--- src/rtl/aes256_key_store.sv ---
// aes256_key_store: 15-slot AES-256 round key store fed by an external expander; AES_KEY_STORE_ZEROIZE_EN adds a zeroize input.
module aes256_key_store (
  input  logic         clk,
  input  logic         reset,
`ifdef AES_KEY_STORE_ZEROIZE_EN
  input  logic         zeroize,
`endif
  input  logic [255:0] key_in,
  input  logic         load,
  output logic         kx_start,
  output logic [255:0] kx_key,
  input  logic [127:0] kx_subkey,
  input  logic         kx_valid,
  input  logic         rd_en,
  input  logic         rd_dec,
  input  logic [3:0]   rd_round,
  output logic [127:0] rd_key,
  output logic         rd_valid,
  output logic         rd_err,
  output logic         busy,
  output logic         keys_ready
);
  typedef enum logic [1:0] {IDLE, START, CAPTURE, READY} state_t;
  state_t state, state_nx;
  logic [127:0] slot [15];
  logic [3:0]   idx;
  logic         zero, accept, cap_wr, rd_ok;
  logic [3:0]   eff;
`ifdef AES_KEY_STORE_ZEROIZE_EN
  assign zero = zeroize;
`else
  assign zero = 1'b0;
`endif
  assign accept     = load && (state == IDLE || state == READY);
  assign cap_wr     = state == CAPTURE && kx_valid;
  assign rd_ok      = state == READY && rd_round != 4'd15;
  assign eff        = rd_dec ? 4'd14 - rd_round : rd_round;
  assign kx_start   = state == START;
  assign busy       = state == START || state == CAPTURE;
  assign keys_ready = state == READY;
  always_comb begin
    state_nx = zero                      ? IDLE    :
               accept                    ? START   :
               state == START            ? CAPTURE :
               cap_wr && idx == 4'd14    ? READY   : state;
  end
  always_ff @(posedge clk) state <= reset ? IDLE : state_nx;
  always_ff @(posedge clk) begin
    if (reset || zero) begin
      for (int i = 0; i < 15; i++) slot[i] <= '0;
      kx_key   <= '0;
      rd_key   <= '0;
      idx      <= '0;
      rd_valid <= 1'b0;
      rd_err   <= 1'b0;
    end else begin
      rd_valid <= rd_en && rd_ok;
      rd_err   <= rd_en && !rd_ok;
      if (rd_en) rd_key <= rd_ok ? slot[eff] : '0;
      if (accept) begin
        kx_key  <= key_in;
        slot[0] <= key_in[255:128];
        slot[1] <= key_in[127:0];
      end
      if (state == START) idx <= 4'd2;
      else if (cap_wr) begin
        slot[idx] <= kx_subkey;
        idx       <= idx + 4'd1;
      end
    end
  end
endmodule
--- config.mk ---
export PLATFORM = sky130hd
export DESIGN_NAME = aes256_key_store
export DESIGN_NICKNAME = d
export VERILOG_FILES = /design/src/rtl/aes256_key_store.sv
export SDC_FILE = /design/constraint.sdc
export NUM_CORES = 2
export LEC_CHECK = 0
export ABC_AREA = 1
export BUFFER_PORTS_ARGS = -buffer_cell sky130_fd_sc_hd__clkbuf_2
export CAP_MARGIN = 20
export CORE_UTILIZATION = 60
export DETAILED_ROUTE_END_ITERATION = 7
export PLACE_DENSITY = 0.78
export SLEW_MARGIN = 10
export SYNTH_ARGS = -nofsm -noshare
export SYNTH_HDL_FRONTEND = slang
export SYNTH_SLANG_ARGS = --single-unit
export TNS_END_PERCENT = 10
--- constraint.sdc ---
create_clock -name clk -period 10.2 [get_ports clk]
set_input_delay 1.53 -clock clk [delete_from_list [all_inputs] [get_ports clk]]
set_output_delay 1.53 -clock clk [all_outputs]
set_load 0.02 [all_outputs]
After elaboration in Yosys (flattened, before gate mapping)
Memory sizes are Yosys's and may differ from the RTL's.
Index checks and enable logic that the tools add are counted.
{ "word_totals": {"ramBits": 1920, "elab_cells": 55, "mem_count": 1, "rom_bits": 0, "inputBits": 394, "reg_bits": 392, "latchBits": 0} }
{ "memory_table": {"columns": ["memory", "depth", "width", "rd", "rd_ports_with_merged_regs", "wr", "line", "rtl"], "rows": [
  ["slot", 15, 128, 1, 0, 15, "25", "logic [127:0] slot [15];"]
]} }
{ "classes": {"n_eq_ne": 5, "order_cmp": 0, "n_mux": 21, "bitwise": 2, "n_div": 0, "n_reduce_logical": 16, "shift": 0, "add_sub_neg": 2, "multipliers": 0} }
{ "op_table": {"columns": ["op", "n"], "rows": [
  ["$mux 128", 4],
  ["$reduce_or 128->1", 1],
  ["$mux 1", 11],
  ["$mux 2", 4],
  ["$mux 4", 2],
  ["$logic_and 1x1->1", 6],
  ["$add 4x1->4 const B", 1],
  ["$eq 2x2->1 const B", 2],
  ["$eq 4x4->1 const B", 1],
  ["$ne 4x4->1 const B", 1],
  ["$reduce_bool 2->1", 2],
  ["$reduce_or 2->1", 2],
  ["$sub 4x4->4 const A", 1],
  ["$reduce_bool 3->1", 1],
  ["$eq 2x1->1 const B", 1],
  ["$logic_not 2->1", 1],
  ["$logic_or 1x1->1", 2],
  ["$or 1x1->1", 2],
  ["$logic_not 1->1", 1]
]} }

Depth between registers and ports, before layout
{ "logic_depth": {"word_depth": 8, "mapped_depth": 13, "ltp_nobuf": 11} }

Worst setup path before layout
No wires, ideal clock.
{ "synth_timing": {"path_type": "input to register", "start": "input reset", "end": "memory slot[15][0] (enable)", "required_ps": 9584, "setup_ps": 616, "path_buffers": 1, "setup_slack_ps": 2208, "t_arrival_ps": 7375, "path_stages": 6, "path_cell_list": "buf_2 > nor2_4 > inv_2 > nor2_4 > nand2_1 > nor2_1"} }
{ "synth_lines": {"columns": ["item", "line", "rtl"], "rows": [
  ["start: declaration", "4", "input logic reset,"],
  ["end: declaration", "25", null]
]} }

==> results.md <==
CTS:
- The register clock-pin slew on the reported worst setup and hold paths is approximately 0.060 ns.
- In this run the clock root is driven by a sky130_fd_sc_hd__clkbuf_16.
- The TritonCTS clock tree is yes.
- Buffers inserted during clock tree synthesis total 239.
- In this run, post-CTS hold repair placed 0 buffers.
- The longest clock path from root to sink contains 3 buffers.
- The clock net in this run drives a total of between 2000 and 2500 sinks.
- The number of setup buffers added after CTS is 0.
- CTS built an H-tree with a depth of 4.
- The post-cts sizing count is 0.
- The insertion delay to the later sink of the worst-skew pair is around 0.9 ns.

GRT:
- The pin count of the biggest net entering global routing is roughly 220.
- The via count of the first global-routing pass is 84000.
- The final global-route overflow total is 0.
- The number of antenna violations at the first check in global routing is 5.
- The first global-routing pass estimated 492 mm of wire.
- The overall track demand over capacity in global routing is 0.361.

Power and ir drop:
- In this run the static leakage power is 50.9 nW.
- The worst-case vdd ir drop is roughly 0.00016 V.
- The proportion of power drawn by flip-flops and latches is 0.498.
- The proportion of total power due to net switching is 0.268.
- The design internal power is roughly 17 mW.
- The share of total power dissipated in combinational logic is 0.127.
- The switching power is ~6.4 mW.
- The power per cell area is around 200 nW/µm².
- The share of total power dissipated in the clock network is 0.375.

STA:
- Subtracting the final worst setup slack from the clock period gives approximately 5.2 ns.
- The ratio of final minimum period to clock period is 0.506.
- Adding up every negative setup slack in the final design gives 0 ns.
- Setup violations remaining at the end of the flow were counted as 0.
- The number of pins exceeding their max-slew limit in the final report is 0.
- Setup repair after global routing left no endpoint under its margin.
- At the pin with the least slew margin, the transition time is about 1.3 ns.
- For this run, the top clock speed supported by timing is a little under 0.2 GHz.
- The number of hold violations in the final report came to 0.
- The final setup skew is roughly 0.033 ns.
- The worst pin sits at a relative slew slack of 0.157.

Synth:
- The synthesis-stage register bit count is between 2000 and 2500.
- The cell area that synthesis handed to floorplanning was between 100000 and 150000 µm².
- The share of flip-flops with an asynchronous set or reset is 0.
- The synthesized area per cell is just over 9 µm².
- The post-synthesis compound-gate area fraction is 0.0619.
- In this run, distinct cell masters in the synthesized netlist total 28.
- Of the total synthesized cell area, the portion taken by full adders, half adders and majority gates is 0.00105.
- Of the total synthesized cell area, the portion taken by AND, OR, NAND and NOR gates is 0.236.
- In this run, synthesis inferred 2048 flip-flops with an integrated enable.
- The most instantiated flip-flop cell in the synthesis netlist is sky130_fd_sc_hd__edfxtp_1.
- The share of the Yosys chip area taken by registers is 0.649.
- The Yosys step of the flow raised 0 warnings.
- The synthesized-area fraction occupied by xor and xnor cells is 0.
- The largest family of logic cells by synthesized area is simple AND/OR/NAND/NOR gates.
- Of the post-synthesis cell area, the part taken by muxes is 0.
- The net count of the mapped netlist is roughly 12000.
- The cell count after synthesis came out at roughly 11000.

Worst setup path:
- The worst setup path is launched from an input port.
- The required time of the critical path is about 11 ns.
- The register-to-register setup slack is between 5 and 6 ns.
- In this design, the stage delay of the slowest critical-path cell is roughly 0.94 ns.
- In this run the worst path has a maximum fanout of 51.
- The arrival time at the worst endpoint is about 5.7 ns.
- The number of buffers and inverters on the critical path is 5.
- The family of cells with the greatest summed delay on the critical path is buffers and inverters.
- The endpoint class of the critical path is a flip-flop.
- The critical path in this run is classified as input port to flip-flop.
- Traced cell by cell, the critical path runs through buf_4 > nor2_4 > inv_2 > nor2_4 > inv_2 > nor2_4 > nand2_4 > nand2_4 > buf_4 > buf_4.
- The critical path's slowest cell is sky130_fd_sc_hd__buf_4.
- The number of cells on the worst reg-to-reg path is 11.
- The depth of the critical timing path with buffers and inverters included is 10.

Routing:
- The total DRC errors in the routed layout is 43.
- Once detail routing completed, the nets flagged for antenna violations numbered 0.
- The routed via count is approximately 86000.
- The routed wire length is ~330 mm.
- The number of vias per cell is slightly above 6.
- The violation count after the first detailed-routing iteration is about 13000.
- The number of iterations in the first detailed-routing pass is 8.
- Dividing the detail-routed wire length by the instance count gives roughly 23 µm.

Layout:
- Relative to the synthesized area, the layout overhead comes to 11.3%.
- The post-layout net count is between 10000 and 15000.
- In the final layout, the share of cells above drive strength 1 is 0.111.
- After routing the design area is 119000 µm².

Run status:
- The checks that failed: DRC.
- The flow ran to the end, but the final reports show violations.

Job:
- The tool flagged a number of max-cap violations equal to 0.

Die:
- The die span in x is around 420 µm.
- The core outline area is approximately 180000 µm².
- The site row count is around 150.
- During I/O placement, the number of pins put on the boundary was 783.
- The initial core utilization is 0.606.
- The total die area is 180000 µm².
- The height of the chip is 424 µm.

Placement:
- At the end of routability-driven placement, the weighted congestion stood at approximately 0.85.
- The quantity of I/O buffers inserted on ports is between 700 and 800.
- The placed wire-length estimate is approximately 180 mm.
- The post-detailed-placement cell area is 111000 µm².

Min path:
- The hold path depth is 2.
- The min-delay analysis places its worst path in the category flip-flop to flip-flop.
cell families after synthesis:
family                     Yosys count
buffers and inverters             1296
AOI/OAI and AO/OA                 1214
and+or+nand+nor                   6474
DFF                               2440
adders and majority gates            9
layout make-up:
type / count / area [µm²]
sequential: 2440 / 69300
fill: 13300 / 57500
multi-input combinational: 7697 / 32300
clock buffer: 348 / 6830
timing repair buffer: 887 / 5000
tap: 2340 / 2930
inverter: 394 / 1510
clock inverter: 104 / 1100
antenna: 2 / 5.00
worst paths after layout:
check	start	to
min reg2reg	kx_key[227]	kx_key[227]
max	reset	slot[9][23]
max reg2reg	state[1]	slot[9][23]
min	kx_key[227]	kx_key[227]
metal layers:
metal,vias up,track usage,part of all wire
li1,37900,-,-
met3,1187,0.0614,0.12
met2,6271,0.592,0.47
met1,40700,0.452,0.34
met4,4,0.210,0.062
met5,-,0,0.000087
power groups by stage:
stage	sequential, mW	combinational, mW	clock (mW)
2_1_floorplan	12.3	1.65	0
3_3_place_gp	12.0	2.90	0
3_5_place_dp	12.0	2.96	0
4_1_cts	11.8	2.98	8.90
5_1_grt	11.9	3.25	9.30
6_report	11.8	3.02	8.90
sequential cells by signal, summed over array words and instances, names as in the netlist:
signal,count
idx,4
rd_key,128
rd_err,1
state,2
slot,2048
rd_valid,1
kx_key,256
synthesized netlist by cell type (4+ instances only):
master	number	area, µm²
sky130_fd_sc_hd__a21oi_1	245	1230
sky130_fd_sc_hd__a22o_1	128	1120
sky130_fd_sc_hd__buf_1	35	131
sky130_fd_sc_hd__buf_2	447	2240
sky130_fd_sc_hd__buf_4	37	278
sky130_fd_sc_hd__buf_6	11	124
sky130_fd_sc_hd__clkbuf_1	370	1390
sky130_fd_sc_hd__dfxtp_1	392	7850
sky130_fd_sc_hd__edfxtp_1	2048	61500
sky130_fd_sc_hd__ha_1	9	113
sky130_fd_sc_hd__inv_1	387	1450
sky130_fd_sc_hd__inv_2	7	26.3
sky130_fd_sc_hd__nand2_1	2574	9660
sky130_fd_sc_hd__nand2_2	4	25.0
sky130_fd_sc_hd__nand3_1	653	3270
sky130_fd_sc_hd__nor2_1	3219	12100
sky130_fd_sc_hd__nor2_4	4	45.0
sky130_fd_sc_hd__nor3_1	4	20.0
sky130_fd_sc_hd__o211ai_1	16	120
sky130_fd_sc_hd__o21ai_0	500	2500
sky130_fd_sc_hd__o21ai_1	319	1600
sky130_fd_sc_hd__or2_2	16	100
per-stage QoR:
| stage | std cells | util | hold slack (ns) | total power [mW] | setup slack [ns] |
|---|---|---|---|---|---|
| 6_report | 14200 | 0.674 | 0.446 | 23.8 | 5.04 |
| 5_1_grt | 14200 | 0.674 | 0.460 | 24.4 | 5.02 |
| 2_1_floorplan | 11400 | - | 0.501 | 13.9 | 2.21 |
| 3_5_place_dp | 13800 | 0.629 | 0.434 | 15.0 | 4.26 |
| 4_1_cts | 14200 | 0.674 | 0.449 | 23.7 | 5.18 |
| 3_3_place_gp | 13800 | 0.629 | 0.426 | 14.9 | 4.27 |
tightest hold or removal path, cell delays in order, from the launching register on:
cell                      delay [ns]
sky130_fd_sc_hd__dfxtp_1        0.32
sky130_fd_sc_hd__nand2_1        0.05
sky130_fd_sc_hd__nand2_1        0.04
layout by cell type (no fill, tap or decap), types with 16 or more instances in the layout:
cell type / synthesis / layout
sky130_fd_sc_hd__clkinv_1: 0 / 17
sky130_fd_sc_hd__o21ai_1: 319 / 319
sky130_fd_sc_hd__nand2_4: 0 / 25
sky130_fd_sc_hd__buf_12: 0 / 21
sky130_fd_sc_hd__buf_4: 37 / 84
sky130_fd_sc_hd__nand3_1: 653 / 649
sky130_fd_sc_hd__clkbuf_1: 370 / 71
sky130_fd_sc_hd__clkbuf_2: 2 / 780
sky130_fd_sc_hd__or2_2: 16 / 16
sky130_fd_sc_hd__clkbuf_16: 0 / 245
sky130_fd_sc_hd__o211ai_1: 16 / 16
sky130_fd_sc_hd__clkinv_2: 0 / 46
sky130_fd_sc_hd__nor2_1: 3219 / 3215
sky130_fd_sc_hd__edfxtp_1: 2048 / 2048
sky130_fd_sc_hd__a22o_1: 128 / 128
sky130_fd_sc_hd__dfxtp_1: 392 / 392
sky130_fd_sc_hd__nand2_1: 2574 / 2549
sky130_fd_sc_hd__a21oi_1: 245 / 245
sky130_fd_sc_hd__clkbuf_8: 0 / 30
sky130_fd_sc_hd__o21ai_0: 500 / 500
sky130_fd_sc_hd__inv_1: 387 / 386
Power figures use the tool's default switching activity.
